[config.mk]
export PLATFORM = sky130hd
export DESIGN_NAME = traffic_phase_scheduler
export DESIGN_NICKNAME = d
export VERILOG_FILES = /design/src/rtl/traffic_pkg.sv /design/src/rtl/traffic_rr_pick.sv /design/src/rtl/traffic_phase_scheduler.sv
export SDC_FILE = /design/constraint.sdc
export NUM_CORES = 1
export LEC_CHECK = 0
export ABC_CLOCK_PERIOD_IN_PS = 7650
export BUFFER_PORTS_ARGS = -buffer_cell sky130_fd_sc_hd__buf_2
export CAP_MARGIN = 20
export CORE_UTILIZATION = 32
export DETAILED_ROUTE_END_ITERATION = 12
export SLEW_MARGIN = 20
export SYNTH_ARGS = -nofsm -noshare
export SYNTH_HDL_FRONTEND = slang
export SYNTH_SLANG_ARGS = --single-unit
[constraint.sdc]
create_clock -name clk_i -period 7.65 [get_ports clk_i]
set_input_delay 0.3825 -clock clk_i [delete_from_list [all_inputs] [get_ports clk_i]]
set_output_delay 0.3825 -clock clk_i [all_outputs]
set_load 0.03 [all_outputs]
[src/rtl/traffic_pkg.sv]
// Shared light codes, direction and phase encodings for the intersection scheduler.
package traffic_pkg;

    localparam logic [2:0] GREEN  = 3'b001;
    localparam logic [2:0] YELLOW = 3'b010;
    localparam logic [2:0] RED    = 3'b100;

    typedef enum logic [1:0] {NORTH, SOUTH, EAST, WEST} dir_t;
    typedef enum logic [1:0] {ALL_RED, GREEN_PH, YELLOW_PH, EMERG_PH} phase_t;

endpackage

[src/rtl/traffic_rr_pick.sv]
// Round-robin direction pick: first pending direction after last_i, wrapping back
// to last_i itself; with no demand it falls back to last_i+1 (fixed-time recall).
module traffic_rr_pick
    import traffic_pkg::*;
(
    input  logic [3:0] pending_i,
    input  dir_t       last_i,
    output dir_t       next_o
);

    always_comb begin
        next_o = dir_t'(2'(last_i + 2'd1));
        // Scan farthest-first so the nearest pending direction wins.
        for (int k = 4; k >= 1; k--) begin
            if (pending_i[2'(last_i + 2'(k))]) next_o = dir_t'(2'(last_i + 2'(k)));
        end
    end

endmodule

[src/rtl/traffic_phase_scheduler.sv]
// Demand-actuated four-way phase scheduler with yellow/all-red clearance and
// emergency preemption; all timing advances on the 1 s tick strobe.
module traffic_phase_scheduler
    import traffic_pkg::*;
#(
    parameter int unsigned GREEN_T  = 10,
    parameter int unsigned YELLOW_T = 4,
    parameter int unsigned ALLRED_T = 1
) (
    input  logic       clk_i,
    input  logic       reset_i,
    input  logic       tick_i,
    input  logic [3:0] req_i,
    input  logic       emerg_valid_i,
    input  logic [1:0] emerg_dir_i,
    output logic [2:0] north_dir_o,
    output logic [2:0] south_dir_o,
    output logic [2:0] east_dir_o,
    output logic [2:0] west_dir_o,
    output logic [1:0] active_dir_o,
    output logic [1:0] phase_o,
    output logic       emerg_ack_o
);

    localparam logic [7:0] GREEN_LAST  = 8'(GREEN_T - 1);
    localparam logic [7:0] YELLOW_LAST = 8'(YELLOW_T - 1);
    localparam logic [7:0] ALLRED_LAST = 8'(ALLRED_T - 1);

    phase_t     phase_q, phase_d;
    dir_t       active_q, active_d;
    logic [7:0] count_q, count_d;
    logic [3:0] pending_q, pending_d;
    dir_t       pick;
    logic       emerg_here;

    traffic_rr_pick u_pick (
        .pending_i (pending_q),
        .last_i    (active_q),
        .next_o    (pick)
    );

    always_ff @(posedge clk_i) begin
        if (reset_i) begin
            phase_q   <= ALL_RED;
            active_q  <= WEST;
            count_q   <= 8'd0;
            pending_q <= 4'd0;
        end else begin
            phase_q   <= phase_d;
            active_q  <= active_d;
            count_q   <= count_d;
            pending_q <= pending_d;
        end
    end

    assign emerg_here = emerg_valid_i && (dir_t'(emerg_dir_i) == active_q);

    always_comb begin
        phase_d  = phase_q;
        active_d = active_q;
        count_d  = count_q;
        if (tick_i) begin
            count_d = count_q + 8'd1;
            unique case (phase_q)
                ALL_RED: if (count_q == ALLRED_LAST) begin
                    count_d = 8'd0;
                    if (emerg_valid_i) begin
                        phase_d  = EMERG_PH;
                        active_d = dir_t'(emerg_dir_i);
                    end else begin
                        phase_d  = GREEN_PH;
                        active_d = pick;
                    end
                end
                GREEN_PH: if (emerg_here) begin
                    phase_d = EMERG_PH;
                    count_d = 8'd0;
                end else if (emerg_valid_i || count_q == GREEN_LAST) begin
                    phase_d = YELLOW_PH;
                    count_d = 8'd0;
                end
                YELLOW_PH: if (count_q == YELLOW_LAST) begin
                    phase_d = ALL_RED;
                    count_d = 8'd0;
                end
                EMERG_PH: if (!emerg_here) begin
                    phase_d = YELLOW_PH;
                    count_d = 8'd0;
                end
                default: ;
            endcase
        end
        // Demand for a direction is consumed when it is granted the right of way.
        pending_d = pending_q | req_i;
        if (phase_d != phase_q && (phase_d == GREEN_PH || phase_d == EMERG_PH))
            pending_d[active_d] = 1'b0;
    end

    always_comb begin
        logic [3:0][2:0] heads;
        heads = {RED, RED, RED, RED};
        if (phase_q != ALL_RED) heads[active_q] = (phase_q == YELLOW_PH) ? YELLOW : GREEN;
        north_dir_o  = heads[0];
        south_dir_o  = heads[1];
        east_dir_o   = heads[2];
        west_dir_o   = heads[3];
        active_dir_o = active_q;
        phase_o      = phase_q;
        emerg_ack_o  = (phase_q == EMERG_PH);
    end

endmodule

==> metrics <==
status=complete, no violations; Clock Path Buffers=2; critical path startpoint category=flip-flop; Leak=0.662 nW; CTS tree=yes; die area=0.00423 mm2; critical path capture point type=flip-flop; Final Hold Viols=0; final setup vio count=0; Num CTS Buffers=3; CP arrival=2.71 ns; Die Wd=65.0 um; crit share post-route=33.3%; commonest non-fill, non-tap cell in the layout=buf_2; via/cell ratio=5.25; Synth Flop Type=dfxtp_1; Reg clk slew, reported paths=0.06 ns; Worst EP required=7.81 ns; per-cell routed wire length=12.5 um; initial antenna violation count=0; Detailed Place HPWL=2160 um; clk_skew=0.00102 ns; Synth async-reset ratio=0%; port bufs=26; mapped cell area=0.00127 mm2; VDD IR max=72.8 uV; Final Critical Period=2.55 ns; I/O pin cnt=27; GRT overflow=0; FF/Latch Area=320 um2; most frequent cells in the layout=26 x buf_2, 18 x nor2_1, 16 x dfxtp_1; clock latency at the later pin of the worst-skew pair=0.24 ns; register area share after synthesis=25.2%; Netlist cell types=47; Post-CTS Setup Inserts=0; FF+latch count, synth=16; GRT Resource Usage Total=14.2%; setup_tns=0 ns; worst-margin pin slew=0.575 ns; Area Overhead vs Synth=15.6%; # fillers=396; vias in the first global route=1,084; Chip Height=65.0 um; Net Count, Synth=175; Max transition margin=61.6%; critical path class=reg -> reg; Hold Buf Count CTS=0; fin worst setup slack=5.10 ns; Synth Instances=158; CP max FO=6; Ant. Diodes=0; layout cell share with drive strength beyond 1=24.6%; Syn Area/Cell=8.05 um2; Max Clk Rate=393 MHz; slowest CP cell=or4_4; Final Max Tran Viols=0; final wirelength=2830 um; Routability Congestion=0.822; CP cell instances=inv_1 > ha_1 > or4b_4 > or4_4 > or3_1 > mux2_4 > a311oi_2; RSZ-0062 raised after global routing=false; reg2reg setup slack=5.10 ns; pwr dens=183 mW/mm2; H-tree levels=1; Starting DRT DRC Count=28; drt pass-1 iters=4; vias=1,191; first-pass GRT wire length=4750 um; DRC violations left=0; # rows=22; crit path buf inv count=1; Root Driver=clkbuf_8; Total Power=0.268 mW; Initial Util=34.0%; critical path's largest stage delay=0.53 ns; core outline area=0.00374 mm2; Max Cap Viol=0; number of synthesis warnings=0; pin count of the biggest net entering global routing=22; clock net sink count=16; final core utilization=39.2%; Largest delay share family, worst path=simple AND/OR/NAND/NOR gates; post-CTS sizing=0; NumNets Final=198; Hold Path Class=in -> reg; Antenna Nets Post-Route=0; multi-input logic area=883 um2; DP Worst Slack=5.12 ns; Post-synth EDFFs=0
[worst min-delay path, cell delays in order]
cell,delay (ns)
buf_2,0.07
o21bai_1,0.06
a31oi_1,0.13
[layout make-up]
cell class              count  area share (%)
clock buffers               3            2.81
repair buffers             27            9.37
multi-input cells         126            60.1
well taps                  48            4.09
flip-flops and latches     16            21.8
inverters                   7            1.79
[metal layers]
metal	wire (um)	track usage (%)	vias to the layer above
li1	-	-	619
met1	1450	19.1	535
met2	1210	22.7	33
met3	136	2.29	4
met4	33	5.43	0
met5	0	0	-
[sequential cells by signal, indices dropped and copies added (netlist names)]
name,cells
count_q,8
pending_q,4
active_dir_o,2
phase_o,2
[worst paths after layout]
check | from | depth (start not counted) | endpoint
max | count_q[0] | 7 | pending_q[0]
min | req_i[2] | 3 | pending_q[2]
max reg2reg | count_q[0] | 7 | pending_q[0]
min reg2reg | count_q[2] | 2 | count_q[2]
[power by group]
group | total [mW] | internal, mW | switching (mW)
registers | 0.106 | 0.0899 | 0.0159
logic | 0.101 | 0.0442 | 0.0568
clock network | 0.0616 | 0.0348 | 0.0268
total | 0.268 | 0.169 | 0.0994
[cells by family after synthesis]
kind of cell	share of synthesized area [%]
mux	7.97
fa+ha+maj	6.89
flops	25.2
simple gates	28.7
buf+inv	5.32
xor+xnor	4.82
compound gates	21.1
[Yosys cell counts, drive strengths merged (2+ instances only)]
| cell type | n | area [um2] |
|---|---|---|
| dfxtp | 16 | 320 |
| o22ai | 2 | 12.5 |
| xor2 | 5 | 43.8 |
| and2 | 9 | 56.3 |
| nand3 | 3 | 15.0 |
| a21oi | 6 | 30.0 |
| inv | 7 | 26.3 |
| a221oi | 2 | 17.5 |
| a31oi | 3 | 18.8 |
| mux2i | 3 | 30.0 |
| clkbuf | 8 | 30.0 |
| nand2 | 12 | 45.0 |
| or3 | 2 | 12.5 |
| nor4 | 2 | 12.5 |
| o41ai | 2 | 17.5 |
| nor3 | 6 | 30.0 |
| and3 | 2 | 13.8 |
| xnor2 | 2 | 17.5 |
| o21bai | 2 | 15.0 |
| and4b | 2 | 21.3 |
| nor2 | 18 | 67.6 |
| mux2 | 4 | 48.8 |
| ha | 7 | 87.6 |
| nand4 | 3 | 18.8 |
| o21a | 3 | 22.5 |
| or2 | 2 | 12.5 |
| nand2b | 3 | 18.8 |
| o211a | 2 | 20.0 |
| o21ai | 5 | 25.0 |
[per-stage QoR]
| stage | instances | hold WS [ns] | instance area [um2] |
|---|---|---|---|
| 4_1_cts | 227 | 0.439 | 1470 |
| 3_5_place_dp | 224 | 0.518 | 1430 |
| 5_1_grt | 227 | 0.474 | 1470 |
| 3_3_place_gp | 224 | 0.508 | 1430 |
| 6_report | 227 | 0.447 | 1470 |
| 2_1_floorplan | 158 | 0.478 | 1270 |
Note: power is estimated with default switching activity, not from simulation.
